**src/rtl/uart_pkg.sv**
```systemverilog
// -----------------------------------------------------------------------------
// uart_pkg
// Shared UART definitions: receiver state encoding, the bit-period helper and
// the default data width, which the future uart_tx is expected to reuse.
// PARITY is only reachable when UART_RX_PARITY_EN is defined.
// -----------------------------------------------------------------------------
package uart_pkg;

  localparam int unsigned UART_DATA_WIDTH = 8;

  typedef enum logic [2:0] {
    IDLE   = 3'd0,
    START  = 3'd1,
    DATA   = 3'd2,
    PARITY = 3'd3,
    STOP   = 3'd4
  } uart_rx_state_e;

  // Whole clock cycles per bit; the remainder is dropped.
  function automatic int unsigned clks_per_bit(input int unsigned clk_freq,
                                               input int unsigned baud_rate);
    return clk_freq / baud_rate;
  endfunction

endpackage

```
**src/rtl/uart_rx_sync_2ff.sv**
```systemverilog
// -----------------------------------------------------------------------------
// sync_2ff
// Two-flop synchronizer for a single asynchronous level. The reset value is a
// parameter so an idle-high line (UART RX, BTN_N) comes out of reset idle.
// Ports:
//   clk_i  destination clock
//   rst_i  asynchronous active-high reset
//   d_i    asynchronous input
//   q_o    synchronized output
// -----------------------------------------------------------------------------
module sync_2ff #(
  parameter logic ResetVal = 1'b1
) (
  input  logic clk_i,
  input  logic rst_i,
  input  logic d_i,
  output logic q_o
);

  logic meta_q;
  logic sync_q;

  // Two-stage capture; meta_q may go metastable, sync_q is the resolved copy.
  always_ff @(posedge clk_i or posedge rst_i) begin
    if (rst_i) begin
      meta_q <= ResetVal;
      sync_q <= ResetVal;
    end else begin
      meta_q <= d_i;
      sync_q <= meta_q;
    end
  end

  assign q_o = sync_q;

endmodule

```
**src/rtl/uart_rx.sv**
```systemverilog
// -----------------------------------------------------------------------------
// uart_rx
// UART receiver: synchronizes the raw RX pin, detects the start edge, samples
// each bit at mid-period (8N1, LSB first) and presents bytes through a
// one-entry valid/ready holding register.
// Optional build macro UART_RX_PARITY_EN: frame becomes 8E1 and parity_err_o
// is added.
// Ports:
//   clk_i        system clock
//   rst_i        asynchronous active-high reset
//   rxd_i        raw serial line, idle high, asynchronous
//   data_o       received byte, stable while valid_o is high
//   valid_o      byte available
//   ready_i      consumer takes data_o when valid_o & ready_i
//   frame_err_o  one-cycle pulse: stop bit sampled low
//   overrun_o    one-cycle pulse: byte dropped, holding register full
//   parity_err_o one-cycle pulse: even-parity check failed (macro only)
// -----------------------------------------------------------------------------
module uart_rx
  import uart_pkg::*;
#(
  parameter int unsigned ClkFreq   = 50_000_000,
  parameter int unsigned BaudRate  = 115200,
  parameter int unsigned DataWidth = UART_DATA_WIDTH
) (
  input  logic                 clk_i,
  input  logic                 rst_i,
  input  logic                 rxd_i,
  output logic [DataWidth-1:0] data_o,
  output logic                 valid_o,
  input  logic                 ready_i,
  output logic                 frame_err_o,
  output logic                 overrun_o
`ifdef UART_RX_PARITY_EN
  ,
  output logic                 parity_err_o
`endif
);

  localparam int unsigned ClksPerBit = clks_per_bit(ClkFreq, BaudRate);
  localparam int unsigned HalfBit    = ClksPerBit / 2;
  localparam int unsigned CntW       = $clog2(ClksPerBit);
  localparam int unsigned IdxW       = (DataWidth > 1) ? $clog2(DataWidth) : 1;

  localparam logic [CntW-1:0] BitLast  = CntW'(ClksPerBit - 1);
  localparam logic [CntW-1:0] HalfLast = CntW'(HalfBit - 1);
  localparam logic [IdxW-1:0] IdxLast  = IdxW'(DataWidth - 1);

  logic                 rxs_s;
  logic                 falling_s;
  logic                 drain_s;

  uart_rx_state_e       state_q;
  logic                 rxs_prev_q;
  logic [CntW-1:0]      cnt_q;
  logic [IdxW-1:0]      idx_q;
  logic [DataWidth-1:0] shift_q;
  logic [DataWidth-1:0] data_q;
  logic                 valid_q;
  logic                 frame_err_q;
  logic                 overrun_q;
`ifdef UART_RX_PARITY_EN
  logic                 parity_q;
  logic                 parity_err_q;

  // Even parity: data bits plus the parity bit must XOR to zero.
  function automatic logic parity_bad(input logic [DataWidth-1:0] data,
                                      input logic                 par);
    return (^data) ^ par;
  endfunction
`endif

  sync_2ff #(
    .ResetVal (1'b1)
  ) u_sync (
    .clk_i (clk_i),
    .rst_i (rst_i),
    .d_i   (rxd_i),
    .q_o   (rxs_s)
  );

  // Only a 1->0 transition starts a frame, so a line stuck low cannot retrigger.
  assign falling_s = rxs_prev_q & ~rxs_s;
  assign drain_s   = valid_q & ready_i;

  // Receive FSM together with the registered output and handshake stage.
  always_ff @(posedge clk_i or posedge rst_i) begin
    if (rst_i) begin
      state_q      <= IDLE;
      rxs_prev_q   <= 1'b1;
      cnt_q        <= {CntW{1'b0}};
      idx_q        <= {IdxW{1'b0}};
      shift_q      <= {DataWidth{1'b0}};
      data_q       <= {DataWidth{1'b0}};
      valid_q      <= 1'b0;
      frame_err_q  <= 1'b0;
      overrun_q    <= 1'b0;
`ifdef UART_RX_PARITY_EN
      parity_q     <= 1'b0;
      parity_err_q <= 1'b0;
`endif
    end else begin
      rxs_prev_q  <= rxs_s;
      frame_err_q <= 1'b0;
      overrun_q   <= 1'b0;
`ifdef UART_RX_PARITY_EN
      parity_err_q <= 1'b0;
`endif
      // A load in the STOP branch below overrides this clear.
      if (drain_s) begin
        valid_q <= 1'b0;
      end

      case (state_q)
        IDLE: begin
          if (falling_s) begin
            state_q <= START;
            cnt_q   <= {CntW{1'b0}};
          end
        end

        START: begin
          // Re-check the line half a bit in; a high level was only a glitch.
          if (cnt_q == HalfLast) begin
            cnt_q   <= {CntW{1'b0}};
            idx_q   <= {IdxW{1'b0}};
            state_q <= rxs_s ? IDLE : DATA;
          end else begin
            cnt_q <= cnt_q + CntW'(1);
          end
        end

        DATA: begin
          if (cnt_q == BitLast) begin
            cnt_q   <= {CntW{1'b0}};
            shift_q <= {rxs_s, shift_q[DataWidth-1:1]};
            if (idx_q == IdxLast) begin
`ifdef UART_RX_PARITY_EN
              state_q <= PARITY;
`else
              state_q <= STOP;
`endif
            end else begin
              idx_q <= idx_q + IdxW'(1);
            end
          end else begin
            cnt_q <= cnt_q + CntW'(1);
          end
        end

`ifdef UART_RX_PARITY_EN
        PARITY: begin
          if (cnt_q == BitLast) begin
            cnt_q    <= {CntW{1'b0}};
            parity_q <= rxs_s;
            state_q  <= STOP;
          end else begin
            cnt_q <= cnt_q + CntW'(1);
          end
        end
`endif

        STOP: begin
          if (cnt_q == BitLast) begin
            cnt_q   <= {CntW{1'b0}};
            state_q <= IDLE;
            // Priority: framing error, then parity error, then load/overrun.
            if (!rxs_s) begin
              frame_err_q <= 1'b1;
`ifdef UART_RX_PARITY_EN
            end else if (parity_bad(shift_q, parity_q)) begin
              parity_err_q <= 1'b1;
`endif
            end else if (!valid_q || drain_s) begin
              data_q  <= shift_q;
              valid_q <= 1'b1;
            end else begin
              overrun_q <= 1'b1;
            end
          end else begin
            cnt_q <= cnt_q + CntW'(1);
          end
        end

        default: begin
          state_q <= IDLE;
          cnt_q   <= {CntW{1'b0}};
        end
      endcase
    end
  end

  assign data_o      = data_q;
  assign valid_o     = valid_q;
  assign frame_err_o = frame_err_q;
  assign overrun_o   = overrun_q;
`ifdef UART_RX_PARITY_EN
  assign parity_err_o = parity_err_q;
`endif

endmodule
```
**config.mk**
```make
export PLATFORM = sky130hd
export DESIGN_NAME = uart_rx
export DESIGN_NICKNAME = d
export VERILOG_FILES = /design/src/rtl/uart_pkg.sv /design/src/rtl/uart_rx_sync_2ff.sv /design/src/rtl/uart_rx.sv
export SDC_FILE = /design/constraint.sdc
export NUM_CORES = 1
export LEC_CHECK = 0
export BUFFER_PORTS_ARGS = -buffer_cell sky130_fd_sc_hd__buf_2
export CAP_MARGIN = 20
export CORE_ASPECT_RATIO = 0.6
export CORE_MARGIN = 8
export CORE_UTILIZATION = 45
export CTS_CLUSTER_DIAMETER = 100
export CTS_CLUSTER_SIZE = 8
export DETAILED_ROUTE_END_ITERATION = 10
export PLACE_DENSITY = 0.65
export REMOVE_ABC_BUFFERS = 1
export SLEW_MARGIN = 40
export SYNTH_ARGS = -nofsm -noshare
export SYNTH_HDL_FRONTEND = slang
export SYNTH_SLANG_ARGS = --single-unit
export TNS_END_PERCENT = 5
```
**constraint.sdc**
```tcl
create_clock -name clk_i -period 1.8 [get_ports clk_i]
set_clock_uncertainty 0.05 [all_clocks]
set_input_delay 0.09 -clock clk_i [delete_from_list [all_inputs] [get_ports clk_i]]
set_output_delay 0.09 -clock clk_i [all_outputs]
set_load 0.005 [all_outputs]
```
==> results of run 1 <==
metal layers:
metal	GRT usage	wire length [um]	up-vias
li1	-	-	616
met1	0.1676	1802	653
met2	0.2185	1920	28
met3	0.04374	187	4
met4	0.05222	31	0
met5	0	0	-
area by class of cell:
class	count	area [um2]
flip-flops and latches	37	930.9
inverters	8	30.03
clock buffers	6	82.58
multi-input cells	97	809.5
well taps	47	58.81
repair buffers	45	324.1
clock inverters	2	37.54
fillers	279	1364
power by group through the flow:
stage	clock, mW	combinational (mW)	sequential [mW]
2_1_floorplan	0	0.200	1.00
3_3_place_gp	0	0.414	0.980
3_5_place_dp	0	0.429	0.983
4_1_cts	0.755	0.497	0.972
5_1_grt	0.788	0.635	0.990
6_report	0.751	0.577	0.981
metrics by stage:
stage               utilization  setup WS (ps)
floorplan                     -         -178.6
global placement         0.5507         -149.9
detailed placement       0.5507         -198.3
CTS                      0.6058         -148.0
global route             0.6250         -227.5
finish                   0.6250         -173.3
cell usage in the layout, fill, tap and decap left out, types with 2 or more instances in the layout:
| master | synthesis | layout |
|---|---|---|
| nor2_1 | 17 | 13 |
| dfrtp_1 | 34 | 33 |
| xor2_1 | 2 | 2 |
| o21ai_1 | 2 | 2 |
| ha_4 | 0 | 2 |
| nor2_2 | 0 | 3 |
| mux2_2 | 16 | 16 |
| o21ai_0 | 3 | 2 |
| or4_4 | 1 | 2 |
| dlygate4sd3_1 | 0 | 2 |
| nand3b_1 | 2 | 2 |
| a21oi_2 | 0 | 3 |
| inv_2 | 0 | 2 |
| nand4bb_4 | 1 | 2 |
| nand3_1 | 4 | 3 |
| nand2_1 | 11 | 10 |
| ha_1 | 5 | 2 |
| and3_1 | 3 | 3 |
| buf_4 | 0 | 27 |
| clkbuf_8 | 0 | 6 |
| inv_1 | 8 | 6 |
| a31oi_1 | 2 | 2 |
| nand2b_1 | 3 | 3 |
| dfstp_2 | 3 | 3 |
| a22o_1 | 5 | 5 |
| buf_2 | 0 | 14 |
cells by family (layout without fill, tap and decap cells):
logic type	after synthesis	after routing	share of synthesized area
muxes	17	17	0.1136
DFF	37	37	0.5516
AOI/OAI and AO/OA	22	22	0.09057
buffers and inverters	11	61	0.02896
xor gates and xnor gates	2	2	0.01040
adders and majority gates	5	5	0.03712
and+or+nand+nor	51	51	0.1678
path summary, 6_finish.rpt:
kind	start	endpoint	slack, ps	cells past startpoint
worst max-delay path	cnt_q[8]$_DFFE_PP0P_	cnt_q[8]$_DFFE_PP0P_	-170	5
worst min-delay path	ready_i	valid_o$_DFF_PP0_	70	3
worst max register to register	cnt_q[8]$_DFFE_PP0P_	cnt_q[8]$_DFFE_PP0P_	-170	5
worst min register to register	u_sync.meta_q$_DFF_PP1_	u_sync.q_o$_DFF_PP1_	300	0
max in group asynchronous	rst_i	u_sync.meta_q$_DFF_PP1_	950	4
min in group asynchronous	rst_i	data_o[1]$_DFFE_PP0P_	390	4
sequential cells by signal, summed over array words and instances (netlist names):
name	count
cnt_q	9
data_o	8
frame_err_o	1
idx_q	3
overrun_o	1
rxs_prev_q	1
shift_q	8
state_q	3
u_sync.meta_q	1
u_sync.q_o	1
valid_o	1
repair_timing:
item,4_1_cts,5_1_grt
cloned,0,0
endpoints found under the setup margin,17,29
gates resized for setup,13,13
hold buffers,2,0
pin swaps,7,6
endpoints found under the hold margin,35,0
setup buffers,2,1
worst min-delay path, stage by stage:
cell and delay [ps]:
buf_2 70, nand2b_1 140, nand2_1 60
==> results.cfg, run 1 <==
[run_status]
run_status = complete, but fails checks
violations = setup timing

[power_and_ir_drop]
power_switching_share = 0.2847
power_frac_seq = 0.425
ir_drop_mv = 0.6395
leakage_nw = 1.106
power.total_mw = 2.309
p_sw_mw = 0.6573
powerDensity_nw_per_um2 = 1016
power_frac_clock = 0.325
intPower_mw = 1.652
combPwrFrac = 0.250

[timing]
slew_headroom = 0.6881
finalHoldWorstSlack_ps = 66.97
maxSlewViolCount = 0
clock.fmax_mhz = 506.8
rsz0062_at_grt = true
layout_setup_ws_ps = -173.3
finalCritPeriodShare = 1.096
tns_ps = -1398
fin_crit_ps = 1973
setup_viol = 12
tightest_slew_ps = 467.9
hold_viol_final = 0

[setup_path]
cp_slowest_cell = or4_4
cp.buffers_inverters = 1
cp.arrival_ps = 2090
worstSetupPathType = reg2reg
critPathLaunchType = flip-flop
slowest_delay_ps = 510
cp_cell_sequence = nand4bb_4, or4_4, a32o_2, buf_12, a22o_1
end_kind = flip-flop
cp_top_family = simple AND/OR/NAND/NOR gates
worstPathRequired_ps = 1920
critPathMaxFanout = 10

[floorplan]
die_area_um2 = 6024
rows = 17
core_um2 = 3637
chipWidth_um = 95.01
start_util = 0.4634
ios = 15
die_y_um = 63.41

[layout]
drive_gt1_frac = 0.4769
final_cells = 242
diodes = 0
area_delta_synth_final_pct = 34.89
fin_area_um2 = 2273
layout.nets = 203

[logic_synthesis]
yosysMostFrequentCell = dfrtp_1
ys_seq_area_frac = 0.5516
synth.avg_cell_area_um2 = 11.62
yosysTopAreaCell = dfrtp_1
ys.flop_type = dfrtp_1
synth_edf_count = 0
ys_seq_elements = 37
syn_inst = 145
yosys_warnings = 0
synth_common_cells = 34 x dfrtp_1, 17 x nor2_1, 16 x mux2_2
synthArstFlopShare = 1.000
synthDistinctLibCells = 36
synth_area_um2 = 1685
synth_top_area_share = 0.5048
synthTopCellsByArea = dfrtp_1 50%, mux2_2 11%, dfstp_2 4.7%

[clocking]
cts_buffers = 5
clock_path_buffers = 2
clock_latency_ps = 290
cts_tree = done
clkTransAtPathRegs_ps = 80
clock_tree.root_cell = clkbuf_8
cts_sinks = 37
htreeDepth = 2

[global_routing]
antenna_found_initial = 0
gr-total-overflow = 0
grt_pass1_wl_um = 6513
grt_pass1_vias = 1412
grt_max_degree = 38
grt_util_all_layers = 0.1370

[detailed_routing]
drt-wirelength-per-cell_um = 16.29
first_pass_iters = 4
drc_errors = 0
routed_wl_um = 3942
dr.first_iter.drc_count = 66
vias_per_cell = 5.376
ant_nets = 0
vias = 1301

[place]
io_buffers = 14
dp_hpwl_um = 2770
dpl_cell_area_um2 = 2003
place_congestion = 0.8244
dp.cells = 229

[min_path]
hold_path.class = in2reg

[job]
maxCapViolCount = 0
Power figures use the tool's default switching activity.
==> inputs of run 2 (changes only) <==
--- a/config.mk
+++ b/config.mk
@@ -18,5 +18,6 @@
 export SLEW_MARGIN = 40
 export SYNTH_ARGS = -nofsm -noshare
 export SYNTH_HDL_FRONTEND = slang
+export SYNTH_HIERARCHICAL = 1
 export SYNTH_SLANG_ARGS = --single-unit
 export TNS_END_PERCENT = 5
==> results.cfg, run 2 <==
[logic_synthesis]
yosysTopAreaCell = dfrtp_1
synth_edf_count = 0
synth_area_um2 = 1739
synth_top_area_share = 0.4892
synthTopCellsByArea = dfrtp_1 49%, mux2_2 12%, dfstp_2 4.5%
syn_inst = 147
synthDistinctLibCells = 38
ys.flop_type = dfrtp_1
synth_common_cells = 34 x dfrtp_1, 18 x mux2_2, 14 x nand2_1
ys_seq_elements = 37
synth.avg_cell_area_um2 = 11.83
yosysMostFrequentCell = dfrtp_1
yosys_warnings = 6
synthArstFlopShare = 1.000
ys_seq_area_frac = 0.5345

[timing]
rsz0062_at_grt = true
slew_headroom = 0.6521
maxSlewViolCount = 0
clock.fmax_mhz = 536.3
finalCritPeriodShare = 1.036
setup_viol = 18
fin_crit_ps = 1865
layout_setup_ws_ps = -64.61
hold_viol_final = 0
tightest_slew_ps = 520.7

[global_routing]
grt_util_all_layers = 0.1290
gr-total-overflow = 0
antenna_found_initial = 0
grt_pass1_vias = 1335
grt_max_degree = 36
grt_pass1_wl_um = 6251

[layout]
layout_commonest_cell = dfrtp_1
multi_input_area_um2 = 840.8
largest_register = cnt_q
diodes = 0
register_area_um2 = 929.6
largest_reg_flops = 9
area_delta_synth_final_pct = 29.57
drive_gt1_frac = 0.4388
layout.nets = 204
final_cell_mix = 34 x dfrtp_1, 25 x buf_4, 16 x mux2_2
final_cells = 243
fillerInstances = 292

[run_status]
violations = setup timing
run_status = complete, but fails checks

[setup_path]
rr_endpoint = data_o[3]$_DFFE_PP0P_
critPathLaunchType = flip-flop
worstSetupPathType = reg2reg
critPathMaxFanout = 8
worstPathRequired_ps = 1920
end_kind = flip-flop
ff2ff_path_depth = 7
cp.arrival_ps = 1980
r2r_setup_slack_ps = -60
reg2reg_from = cnt_q[1]$_DFFE_PP0P_

[place]
io_buffers = 14
dp_hpwl_um = 2671
place_congestion = 0.8543
pre_cts_ws_ps = -250.0
dp.cells = 231

[floorplan]
core_um2 = 3680
chipWidth_um = 96.26
start_util = 0.4726
die_y_um = 64.16
rows = 17
die_area_um2 = 6176
ios = 15

[clocking]
cts_sinks = 37
clock_path_buffers = 2
clock_tree.root_cell = clkbuf_8
cts_tree = done
cts_buffers = 5
clkTransAtPathRegs_ps = 70
htreeDepth = 2
clock_latency_ps = 280

[detailed_routing]
ant_nets = 0
first_pass_iters = 4
vias = 1279
routed_wl_um = 3857
vias_per_cell = 5.263
drt-wirelength-per-cell_um = 15.87
dr.first_iter.drc_count = 89
drc_errors = 0

[power_and_ir_drop]
power.total_mw = 2.435
leakage_nw = 1.100
ir_drop_mv = 0.6492
powerDensity_nw_per_um2 = 1081

[min_path]
worstHoldStart = ready_i
hold_end = overrun_o$_DFF_PP0_
hold_path.class = in2reg
holdPathStages = 3

[job]
maxCapViolCount = 0
[run 2: logic make-up after synthesis]
logic type                 after synthesis  share of synthesized area
DFF                                     37                     0.5345
AOI/OAI and AO/OA                       25                     0.1108
and+or+nand+nor                         49                     0.1604
buffers and inverters                   10                    0.02661
muxes                                   18                     0.1165
xor gates and xnor gates                 3                    0.01511
adders and majority gates                5                    0.03597
[run 2: worst max path at each step]
stage          slack, ps                     end  cells after the start            startpoint
2_1_floorplan       -140  state_q[1]$_DFFE_PP0P_                      6  cnt_q[0]$_DFFE_PP0P_
3_3_place_gp        -130  state_q[1]$_DFFE_PP0P_                      6  cnt_q[1]$_DFFE_PP0P_
3_5_place_dp        -250  state_q[1]$_DFFE_PP0P_                      6  cnt_q[1]$_DFFE_PP0P_
4_1_cts               -5  state_q[1]$_DFFE_PP0P_                      6  cnt_q[1]$_DFFE_PP0P_
5_1_grt             -120   data_o[2]$_DFFE_PP0P_                      7  cnt_q[1]$_DFFE_PP0P_
6_report             -60   data_o[3]$_DFFE_PP0P_                      7  cnt_q[1]$_DFFE_PP0P_
[run 2: metal layers]
metal / track usage / vias up / part of all wire
met5: 0 / - / 0
met4: 0.03048 / 0 / 0.0036
met3: 0.05012 / 2 / 0.045
met2: 0.1895 / 24 / 0.46
met1: 0.1739 / 624 / 0.49
li1: - / 629 / -
[run 2: what timing repair did]
action,in CTS,in global routing
setup endpoints to repair,29,29
setup buffers,2,0
pin swaps,1,9
endpoints found under the hold margin,37,0
cloned,0,0
gates resized for setup,10,12
hold buffers,2,0
[run 2: per-stage QoR]
stage	setup TNS (ps)	utilization	area (um2)	hold WS [ps]
2_1_floorplan	-216.5	-	1719	-48.50
3_3_place_gp	-395.8	0.5553	2043	68.92
3_5_place_dp	-2377	0.5553	2043	80.59
4_1_cts	-7.562	0.5988	2203	68.73
5_1_grt	-2019	0.6124	2253	135.4
6_report	-911.4	0.6124	2253	122.2
[run 2: critical path, cell delays in order, from the launching register on]
cell	delay [ps]
dfrtp_1	400
inv_2	80
ha_2	160
and4bb_2	320
and2_4	220
nand4_4	100
buf_6	170
mux2_2	270
[run 2: report_power, final]
| group | switching, mW | leakage [nW] | internal (mW) | total, mW |
|---|---|---|---|---|
| clock network | 0.285 | 0.0439 | 0.267 | 0.552 |
| logic | 0.456 | 0.558 | 0.459 | 0.915 |
| registers | 0.0563 | 0.498 | 0.912 | 0.968 |
[run 2: cell type report]
| class | count | area share |
|---|---|---|
| multi-input combinational | 100 | 0.3731 |
| clock buffer | 5 | 0.03054 |
| timing repair buffer | 44 | 0.1383 |
| clock inverter | 3 | 0.007773 |
| tap | 47 | 0.02610 |
| inverter | 7 | 0.01166 |
| sequential | 37 | 0.4125 |
==> inputs of run 3 (changes only) <==
--- a/config.mk
+++ b/config.mk
@@ -5,7 +5,7 @@
 export SDC_FILE = /design/constraint.sdc
 export NUM_CORES = 1
 export LEC_CHECK = 0
-export BUFFER_PORTS_ARGS = -buffer_cell sky130_fd_sc_hd__buf_2
+export BUFFER_PORTS_ARGS = -buffer_cell sky130_fd_sc_hd__buf_4
 export CAP_MARGIN = 20
 export CORE_ASPECT_RATIO = 0.6
 export CORE_MARGIN = 8
==> results.cfg, run 3 (synthesis gave the netlist of run 2 again) <==
[run_status]
violations = setup timing
run_status = complete, but fails checks

[setup_path]
critPathLaunch = cnt_q[1]$_DFFE_PP0P_
worstSetupPathType = reg2reg
reg2reg_from = cnt_q[1]$_DFFE_PP0P_
r2r_setup_slack_ps = -20
critPathLaunchType = flip-flop
critPathMaxFanout = 4
end_kind = flip-flop
worstPathRequired_ps = 1920
cp.arrival_ps = 1940

[timing]
finalHoldWorstSlack_ps = 95.92
rsz0062_at_grt = true
fin_crit_ps = 1820
maxSlewViolCount = 0
finalCritPeriodShare = 1.011
clock.fmax_mhz = 549.4
tightest_slew_ps = 524.3
slew_headroom = 0.6498
layout_setup_ws_ps = -20.20
setup_viol = 11
hold_viol_final = 0

[min_path]
hold_path.class = in2reg
worstHoldStart = ready_i

[floorplan]
chipWidth_um = 96.26
ios = 15
start_util = 0.4726
die_y_um = 64.16
core_um2 = 3680
rows = 17
die_area_um2 = 6176

[clocking]
htreeDepth = 2
clock_path_buffers = 2
clock_latency_ps = 280
clock_tree.root_cell = clkbuf_8
cts_tree = done
clkTransAtPathRegs_ps = 70
cts_buffers = 5
cts_sinks = 37

[global_routing]
grt_pass1_vias = 1329
grt_util_all_layers = 0.1304
grt.met1_usage = 0.1818
grt_most_used_layer = met2
grt_use_met2 = 0.1836
antenna_found_initial = 0
grt_max_degree = 36
gr-total-overflow = 0
grt_pass1_wl_um = 6341
use_met3 = 0.04779

[detailed_routing]
vias = 1301
vias_per_cell = 5.354
routed_wl_um = 3724
drt-wirelength-per-cell_um = 15.33
dr.first_iter.drc_count = 116
first_pass_iters = 4
ant_nets = 0
drc_errors = 0

[power_and_ir_drop]
leakage_nw = 1.101
powerDensity_nw_per_um2 = 1088
ir_drop_mv = 0.5710

[place]
place_congestion = 0.8858
dpl_cell_area_um2 = 2071
dp_hpwl_um = 2750
io_buffers = 14

[layout]
largest_register = cnt_q
final_cell_mix = 39 x buf_4, 34 x dfrtp_1, 17 x mux2_2
area_delta_synth_final_pct = 30.86
layout.nets = 204
fillerInstances = 274
largest_reg_flops = 9
fin_area_um2 = 2276
drive_gt1_frac = 0.4337
layout_commonest_cell = buf_4
diodes = 0

[job]
maxCapViolCount = 0
[run 3: timing repair]
item	CTS	global route
hold endpoints to repair	37	0
hold buffers	2	0
pin swaps	1	7
endpoints found under the setup margin	28	24
gates cloned	0	0
resized for setup	6	14
setup buffers	1	4
[run 3: area by class of cell]
class / instances / area [um2] / share of cell area
clock buffer: 6 / 72.57 / 0.03189
clock inverter: 2 / 10.01 / 0.004398
inverter: 7 / 26.28 / 0.01154
multi-input combinational: 100 / 832.0 / 0.3656
sequential: 37 / 929.6 / 0.4085
tap: 47 / 58.81 / 0.02584
timing repair buffer: 44 / 346.6 / 0.1523
[run 3: critical path, stage by stage, from the launching register on]
cell and delay (ps):
dfrtp_1 380, inv_2 70, ha_1 160, and4bb_2 300, nand2_4 90, a221o_1 400
mux2_4 270
[run 3: worst paths after layout]
| kind | end | depth (start not counted) |
|---|---|---|
| max in group asynchronous | rxs_prev_q$_DFF_PP1_ | 4 |
| min in group asynchronous | u_sync/q_o$_DFF_PP1_ | 3 |
| setup reg to reg | idx_q[0]$_DFFE_PP0P_ | 6 |
| hold / removal | overrun_o$_DFF_PP0_ | 3 |
| hold reg to reg | u_sync/q_o$_DFF_PP1_ | 0 |
| setup / recovery | idx_q[0]$_DFFE_PP0P_ | 6 |
[run 3: metal layers]
metal	vias up	routed length (um)	part of all wire
met5	-	0	0
met4	0	14	0.0038
met3	2	197	0.053
met2	33	1616	0.43
met1	639	1897	0.51
li1	627	-	-
[run 3: through the flow]
stage	power, mW	utilization	setup TNS [ps]	worst slack, ps	cells
after floorplan	1.409	-	-216.5	-138.1	144
after global placement	1.735	0.5627	-112.7	-78.22	230
after detailed placement	1.784	0.5627	-1204	-113.5	230
after CTS	2.393	0.6005	-549.3	-84.28	241
after global routing	2.613	0.6185	-1040	-74.60	243
final	2.477	0.6185	-80.92	-20.20	243
[run 3: report_power, final]
part           total (mW)  internal, mW  switching (mW)  leakage, nW
combinational       0.958         0.488           0.471        0.558
clock               0.550         0.268           0.282       0.0450
sequential          0.969         0.912          0.0570        0.498
total                2.48          1.67           0.809         1.10
